`config.mk`:
```
export PLATFORM = sky130hd
export DESIGN_NAME = id_ex_stage_flat
export DESIGN_NICKNAME = d
export VERILOG_FILES = /design/src/rtl/id_ex_if.sv /design/src/rtl/id_ex_stage.sv /design/src/flat_wrapper.sv
export SDC_FILE = /design/constraint.sdc
export NUM_CORES = 1
export LEC_CHECK = 0
export ABC_AREA = 1
export CAP_MARGIN = 20
export CORE_UTILIZATION = 39
export DETAILED_ROUTE_END_ITERATION = 7
export PLACE_DENSITY = 0.81
export SLEW_MARGIN = 20
export SYNTH_ARGS = -nofsm -noshare
export SYNTH_HDL_FRONTEND = slang
export SYNTH_SLANG_ARGS = --single-unit
```
`constraint.sdc`:
```
create_clock -name CLK -period 2 [get_ports CLK]
set_input_delay 0.2 -clock CLK [delete_from_list [all_inputs] [get_ports CLK]]
set_output_delay 0.2 -clock CLK [all_outputs]
set_load 0.03 [all_outputs]
```
`src/rtl/id_ex_if.sv`:
```
// id_ex_if: decode-side operands, write-back bus and registered execute-side outputs of the ID/EX stage
interface id_ex_if;
  logic [31:0] rsD, rtD, imm_extD;
  logic [4:0] rs_numD, rt_numD, dst_numD;
  logic [15:0] ctrlD;
  logic [31:0] wb_data;
  logic [4:0] WriteRegW;
  logic RegWriteW;
  logic flushE;
  logic [31:0] rsE, rtE, imm_extE;
  logic [4:0] rs_numE, rt_numE, dst_numE;
  logic [15:0] ctrlE;
  logic validE;
  logic stallD;
  logic [31:0] stall_cnt;
  modport master (
    output rsD, rtD, imm_extD, rs_numD, rt_numD, dst_numD, ctrlD, wb_data, WriteRegW, RegWriteW, flushE,
    input rsE, rtE, imm_extE, rs_numE, rt_numE, dst_numE, ctrlE, validE, stallD, stall_cnt
  );
  modport slave (
    input rsD, rtD, imm_extD, rs_numD, rt_numD, dst_numD, ctrlD, wb_data, WriteRegW, RegWriteW, flushE,
    output rsE, rtE, imm_extE, rs_numE, rt_numE, dst_numE, ctrlE, validE, stallD, stall_cnt
  );
endinterface

```
`src/rtl/id_ex_stage.sv`:
```
// id_ex_stage: ID/EX pipeline register with load-use bubble insertion and stall counter; WB_BYPASS_EN enables write-back bypass into rsE/rtE
module id_ex_stage (
  input logic CLK,
  input logic reset,
  id_ex_if.slave p
);
  typedef enum logic {RUN, BUBBLE} state_t;
  state_t state, state_nxt;
  logic hazard, bubble;
  logic [31:0] rs_in, rt_in;
  // load in E writing a register that the decode instruction reads
  always_comb hazard = p.validE & p.ctrlE[1] & p.ctrlE[0] & (p.dst_numE != 5'd0) &
                       ((p.dst_numE == p.rs_numD) | (p.dst_numE == p.rt_numD));
`ifdef WB_BYPASS_EN
  // take the value being written back this cycle when it targets a source register
  always_comb begin
    rs_in = (p.RegWriteW & (p.WriteRegW != 5'd0) & (p.WriteRegW == p.rs_numD)) ? p.wb_data : p.rsD;
    rt_in = (p.RegWriteW & (p.WriteRegW != 5'd0) & (p.WriteRegW == p.rt_numD)) ? p.wb_data : p.rtD;
  end
`else
  // operands come straight from the register file read
  always_comb begin
    rs_in = p.rsD;
    rt_in = p.rtD;
  end
`endif
  // state register
  always_ff @(posedge CLK) state <= reset ? RUN : state_nxt;
  // a bubble always lasts one cycle
  always_comb state_nxt = (state == RUN && hazard) ? BUBBLE : RUN;
  // freeze request and bubble select
  always_comb begin
    p.stallD = hazard;
    bubble = hazard | p.flushE;
  end
  // execute-stage register: cleared on reset, bubble on hazard/flush, otherwise capture decode
  always_ff @(posedge CLK) begin
    if (reset || bubble) begin
      p.rsE <= '0;
      p.rtE <= '0;
      p.imm_extE <= '0;
      p.rs_numE <= '0;
      p.rt_numE <= '0;
      p.dst_numE <= '0;
      p.ctrlE <= '0;
      p.validE <= 1'b0;
    end else begin
      p.rsE <= rs_in;
      p.rtE <= rt_in;
      p.imm_extE <= p.imm_extD;
      p.rs_numE <= p.rs_numD;
      p.rt_numE <= p.rt_numD;
      p.dst_numE <= p.dst_numD;
      p.ctrlE <= p.ctrlD;
      p.validE <= 1'b1;
    end
  end
  // count load-use bubbles only, saturating
  always_ff @(posedge CLK) begin
    if (reset) p.stall_cnt <= '0;
    else if (hazard && p.stall_cnt != '1) p.stall_cnt <= p.stall_cnt + 32'd1;
  end
endmodule

```
`src/flat_wrapper.sv`:
```
// flat-port wrapper written by rule: the top's interface ports become plain ports
module id_ex_stage_flat 
  (CLK, reset, p_rsD, p_rtD, p_imm_extD, p_rs_numD, p_rt_numD, p_dst_numD, p_ctrlD, p_wb_data, p_WriteRegW, p_RegWriteW, p_flushE, p_rsE, p_rtE, p_imm_extE, p_rs_numE, p_rt_numE, p_dst_numE, p_ctrlE, p_validE, p_stallD, p_stall_cnt);
  id_ex_if p_i ();
  input logic CLK;
  input logic reset;
  input wire logic [$bits(p_i.rsD)-1:0] p_rsD;
  input wire logic [$bits(p_i.rtD)-1:0] p_rtD;
  input wire logic [$bits(p_i.imm_extD)-1:0] p_imm_extD;
  input wire logic [$bits(p_i.rs_numD)-1:0] p_rs_numD;
  input wire logic [$bits(p_i.rt_numD)-1:0] p_rt_numD;
  input wire logic [$bits(p_i.dst_numD)-1:0] p_dst_numD;
  input wire logic [$bits(p_i.ctrlD)-1:0] p_ctrlD;
  input wire logic [$bits(p_i.wb_data)-1:0] p_wb_data;
  input wire logic [$bits(p_i.WriteRegW)-1:0] p_WriteRegW;
  input wire logic [$bits(p_i.RegWriteW)-1:0] p_RegWriteW;
  input wire logic [$bits(p_i.flushE)-1:0] p_flushE;
  output wire logic [$bits(p_i.rsE)-1:0] p_rsE;
  output wire logic [$bits(p_i.rtE)-1:0] p_rtE;
  output wire logic [$bits(p_i.imm_extE)-1:0] p_imm_extE;
  output wire logic [$bits(p_i.rs_numE)-1:0] p_rs_numE;
  output wire logic [$bits(p_i.rt_numE)-1:0] p_rt_numE;
  output wire logic [$bits(p_i.dst_numE)-1:0] p_dst_numE;
  output wire logic [$bits(p_i.ctrlE)-1:0] p_ctrlE;
  output wire logic [$bits(p_i.validE)-1:0] p_validE;
  output wire logic [$bits(p_i.stallD)-1:0] p_stallD;
  output wire logic [$bits(p_i.stall_cnt)-1:0] p_stall_cnt;
  assign p_i.rsD = p_rsD;
  assign p_i.rtD = p_rtD;
  assign p_i.imm_extD = p_imm_extD;
  assign p_i.rs_numD = p_rs_numD;
  assign p_i.rt_numD = p_rt_numD;
  assign p_i.dst_numD = p_dst_numD;
  assign p_i.ctrlD = p_ctrlD;
  assign p_i.wb_data = p_wb_data;
  assign p_i.WriteRegW = p_WriteRegW;
  assign p_i.RegWriteW = p_RegWriteW;
  assign p_i.flushE = p_flushE;
  assign p_rsE = p_i.rsE;
  assign p_rtE = p_i.rtE;
  assign p_imm_extE = p_i.imm_extE;
  assign p_rs_numE = p_i.rs_numE;
  assign p_rt_numE = p_i.rt_numE;
  assign p_dst_numE = p_i.dst_numE;
  assign p_ctrlE = p_i.ctrlE;
  assign p_validE = p_i.validE;
  assign p_stallD = p_i.stallD;
  assign p_stall_cnt = p_i.stall_cnt;
  id_ex_stage u_core (.CLK(CLK), .reset(reset), .p(p_i));
endmodule
```
==> out/metrics.cfg <==
[routing]
drtPass1Iterations=6
ant_nets=0
routed_wl_um=17410
drtIter0Drc=244
drc=0
drt-vias-per-instance=4.341
wire_per_inst_um=13.12
via_count=5760

[floorplanning]
num_rows=45
die_x_um=127.0
ios=329
start_util_pct=40.07
core_region_area_mm2=0.01520
die_area_mm2=0.01613
die_h_um=127.0

[setup_path]
cp.depth=8
crit_type=reg -> out
required_ns=1.80
critPathTopFamily=flip-flops
r2r_cells=11
end_kind=primary output
r2r_start=u_core.p.stall_cnt[0]$_SDFFE_PP0P_
cp_slowest_cell=dfxtp_1
max_stage_delay_ns=0.39
crit_chain=inv_1, nand2_1, nand2_1, nor2_1, nand3_1, a21oi_2, buf_4, buf_4
r2r_slack_ns=0.15
start_kind=register
crit_buf_inv=3
cp_max_fo=4
r2r_end=u_core.p.stall_cnt[18]$_SDFFE_PP0P_
cp.arrival_ns=1.69

[yosys]
synthCells=819
ys_seq_elements=160
synth_area_mm2=0.006092
ys_seq_area_share_pct=52.58
yosysWarnings=0
avgSynthCellArea_um2=7.438
syn-num-nets=988
synth_cell_type_count=31

[timing]
worst_pin_slew_ns=0.4904
slew_viol_final=0
finClkSkew_ns=0.01273
setup_violations=0
fin_crit_ns=1.890
max-slew-margin-rel_pct=67.27
finalCritPeriodShare_pct=94.52
max_freq_mhz=529.0
rsz0062_at_grt=no
hold_viol_final=0
fin_tns_setup_ns=0

[cts]
holdBufCountCts=0
root_buffer=clkbuf_16
clk_latency_ns=0.42
cts_tree=done
ctsResizeCount=0
clk_pin_slew_ns=0.07
cts.sink_count=160
cts_post_setup_buffers_inserted=0
cts.path.max_buffers=2
cts_htree_levels=4
cts_made_buffers=17

[final_layout]
nFillCells=1242
fin_util_pct=64.47
diodes=0
final_cell_mix=289 x clkdlybuf4s50_1, 215 x nor2_1, 194 x inv_1
final_layout_size_suffix_gt1_share_pct=6.760
nets=1295
ff_latch_area_mm2=0.003208
layout_commonest_cell=clkdlybuf4s50_1
syn2layout_area_growth_pct=60.87
multiInputGateArea_mm2=0.001949

[grt]
grt_pass1_vias=5567
overflow=0
antenna_found_initial=0
gr-usage-all-layers_pct=22.08
grt_pass1_wl_um=27350
grt_start_max_net_pins=43

[min_path]
holdPathEnd=u_core.p.rsE[20]$_SDFF_PP0_
min_from=p_rsD[20]
holdPathStages=3
hold_path_class=in -> reg

[run]
cap_viol_max_count=0

[power]
power_leakage_nw=4.676
power_per_cell_area_mw_per_mm2=755.2
peakVddDrop_v=0.0005314

[place]
hpwl_um=13660
routabilityCongestion=0.8647
io_buffers=290

[run_status]
status=completed

[metal layers]
| layer | vias up | global-route usage, % | share of wire (%) |
|---|---|---|---|
| met3 | 31 | 8.250 | 8.0 |
| met1 | 2572 | 23.21 | 37 |
| met5 | - | 0 | 0 |
| met2 | 201 | 39.66 | 52 |
| li1 | 2956 | - | - |
| met4 | 0 | 9.104 | 2.5 |
[through the flow]
| stage | instance area (µm²) | hold slack, ns | total power [W] | setup WS, ns | instances |
|---|---|---|---|---|---|
| floorplan | 6092 | 0.3122 | 0.003778 | 0.03387 | 819 |
| global placement | 9208 | 0.5304 | 0.004268 | 0.05450 | 1295 |
| detailed placement | 9208 | 0.5351 | 0.004282 | 0.004552 | 1295 |
| CTS | 9796 | 0.2765 | 0.007471 | 0.07837 | 1327 |
| global route | 9801 | 0.2847 | 0.007660 | 0.001359 | 1327 |
| finish | 9801 | 0.2899 | 0.007401 | 0.1095 | 1327 |
[registers in the layout, summed over array words and instances (netlist names)]
| signal | count |
|---|---|
| u_core.p.ctrlE | 16 |
| u_core.p.dst_numE | 5 |
| u_core.p.imm_extE | 32 |
| u_core.p.rsE | 32 |
| u_core.p.rs_numE | 5 |
| u_core.p.rtE | 32 |
| u_core.p.rt_numE | 5 |
| u_core.p.stall_cnt | 32 |
| u_core.p.validE | 1 |
[Yosys cell counts]
master / n / area (µm²)
nand4_1: 11 / 68.82
nor2_4: 1 / 11.26
a21oi_1: 2 / 10.01
buf_8: 1 / 15.01
inv_2: 1 / 3.750
nand3b_1: 1 / 7.510
nor2_1: 215 / 807.0
buf_1: 1 / 3.750
inv_1: 194 / 728.2
buf_2: 1 / 5.000
nand2_4: 1 / 11.26
nand3_4: 2 / 35.03
buf_6: 14 / 157.7
xor2_1: 13 / 113.9
or2_2: 2 / 12.51
xnor2_1: 2 / 17.52
nand2_1: 140 / 525.5
nand2_2: 5 / 31.28
clkbuf_1: 1 / 3.750
buf_4: 4 / 30.03
nor2_2: 2 / 12.51
nor2_8: 1 / 20.02
nor3_1: 3 / 15.01
o21ai_0: 6 / 30.03
and3_1: 1 / 6.260
nand3_1: 24 / 120.1
a21oi_2: 3 / 26.28
nor3_2: 1 / 10.01
ha_1: 1 / 12.51
o21bai_1: 5 / 37.54
dfxtp_1: 160 / 3203
[power by group]
group          internal, W  switching, W  leakage (nW)
clock              0.00184       0.00135         0.288
combinational     0.000456      0.000434          3.08
sequential         0.00329     0.0000305          1.31
[cell type report]
class / count / share of cell area [%]
inverters: 195 / 7.468
clock inverters: 12 / 1.238
flip-flops and latches: 160 / 32.73
clock buffers: 20 / 4.762
repair buffers: 310 / 31.51
well taps: 188 / 2.400
multi-input cells: 442 / 19.89
[worst max-delay path by stage]
stage                                                from                                to  slack (ns)
final                     u_core.p.dst_numE[4]$_SDFF_PP0_                          p_stallD        0.11
after global routing      u_core.p.dst_numE[1]$_SDFF_PP0_                          p_stallD       0.001
after CTS                 u_core.p.dst_numE[4]$_SDFF_PP0_                          p_stallD        0.08
after detailed placement                     p_rs_numD[0]  u_core.p.imm_extE[19]$_SDFF_PP0_       0.005
after global placement                       p_rt_numD[4]  u_core.p.imm_extE[20]$_SDFF_PP0_        0.05
after floorplan           u_core.p.dst_numE[2]$_SDFF_PP0_    u_core.p.rs_numE[0]$_SDFF_PP0_        0.03
[logic make-up after synthesis]
group	share of synthesized area (%)
AND/OR/NAND/NOR	27.81
buffers and inverters	15.55
flip-flops	52.58
AO/OA/AOI/OAI	1.705
XOR/XNOR	2.157
adder cells (fa/ha/maj)	0.2053
[worst min-delay path, stage by stage]
cell and delay, ns:
clkdlybuf4s50_1 0.39, inv_1 0.05, nor2_1 0.03
Note: power is estimated with default switching activity, not from simulation.
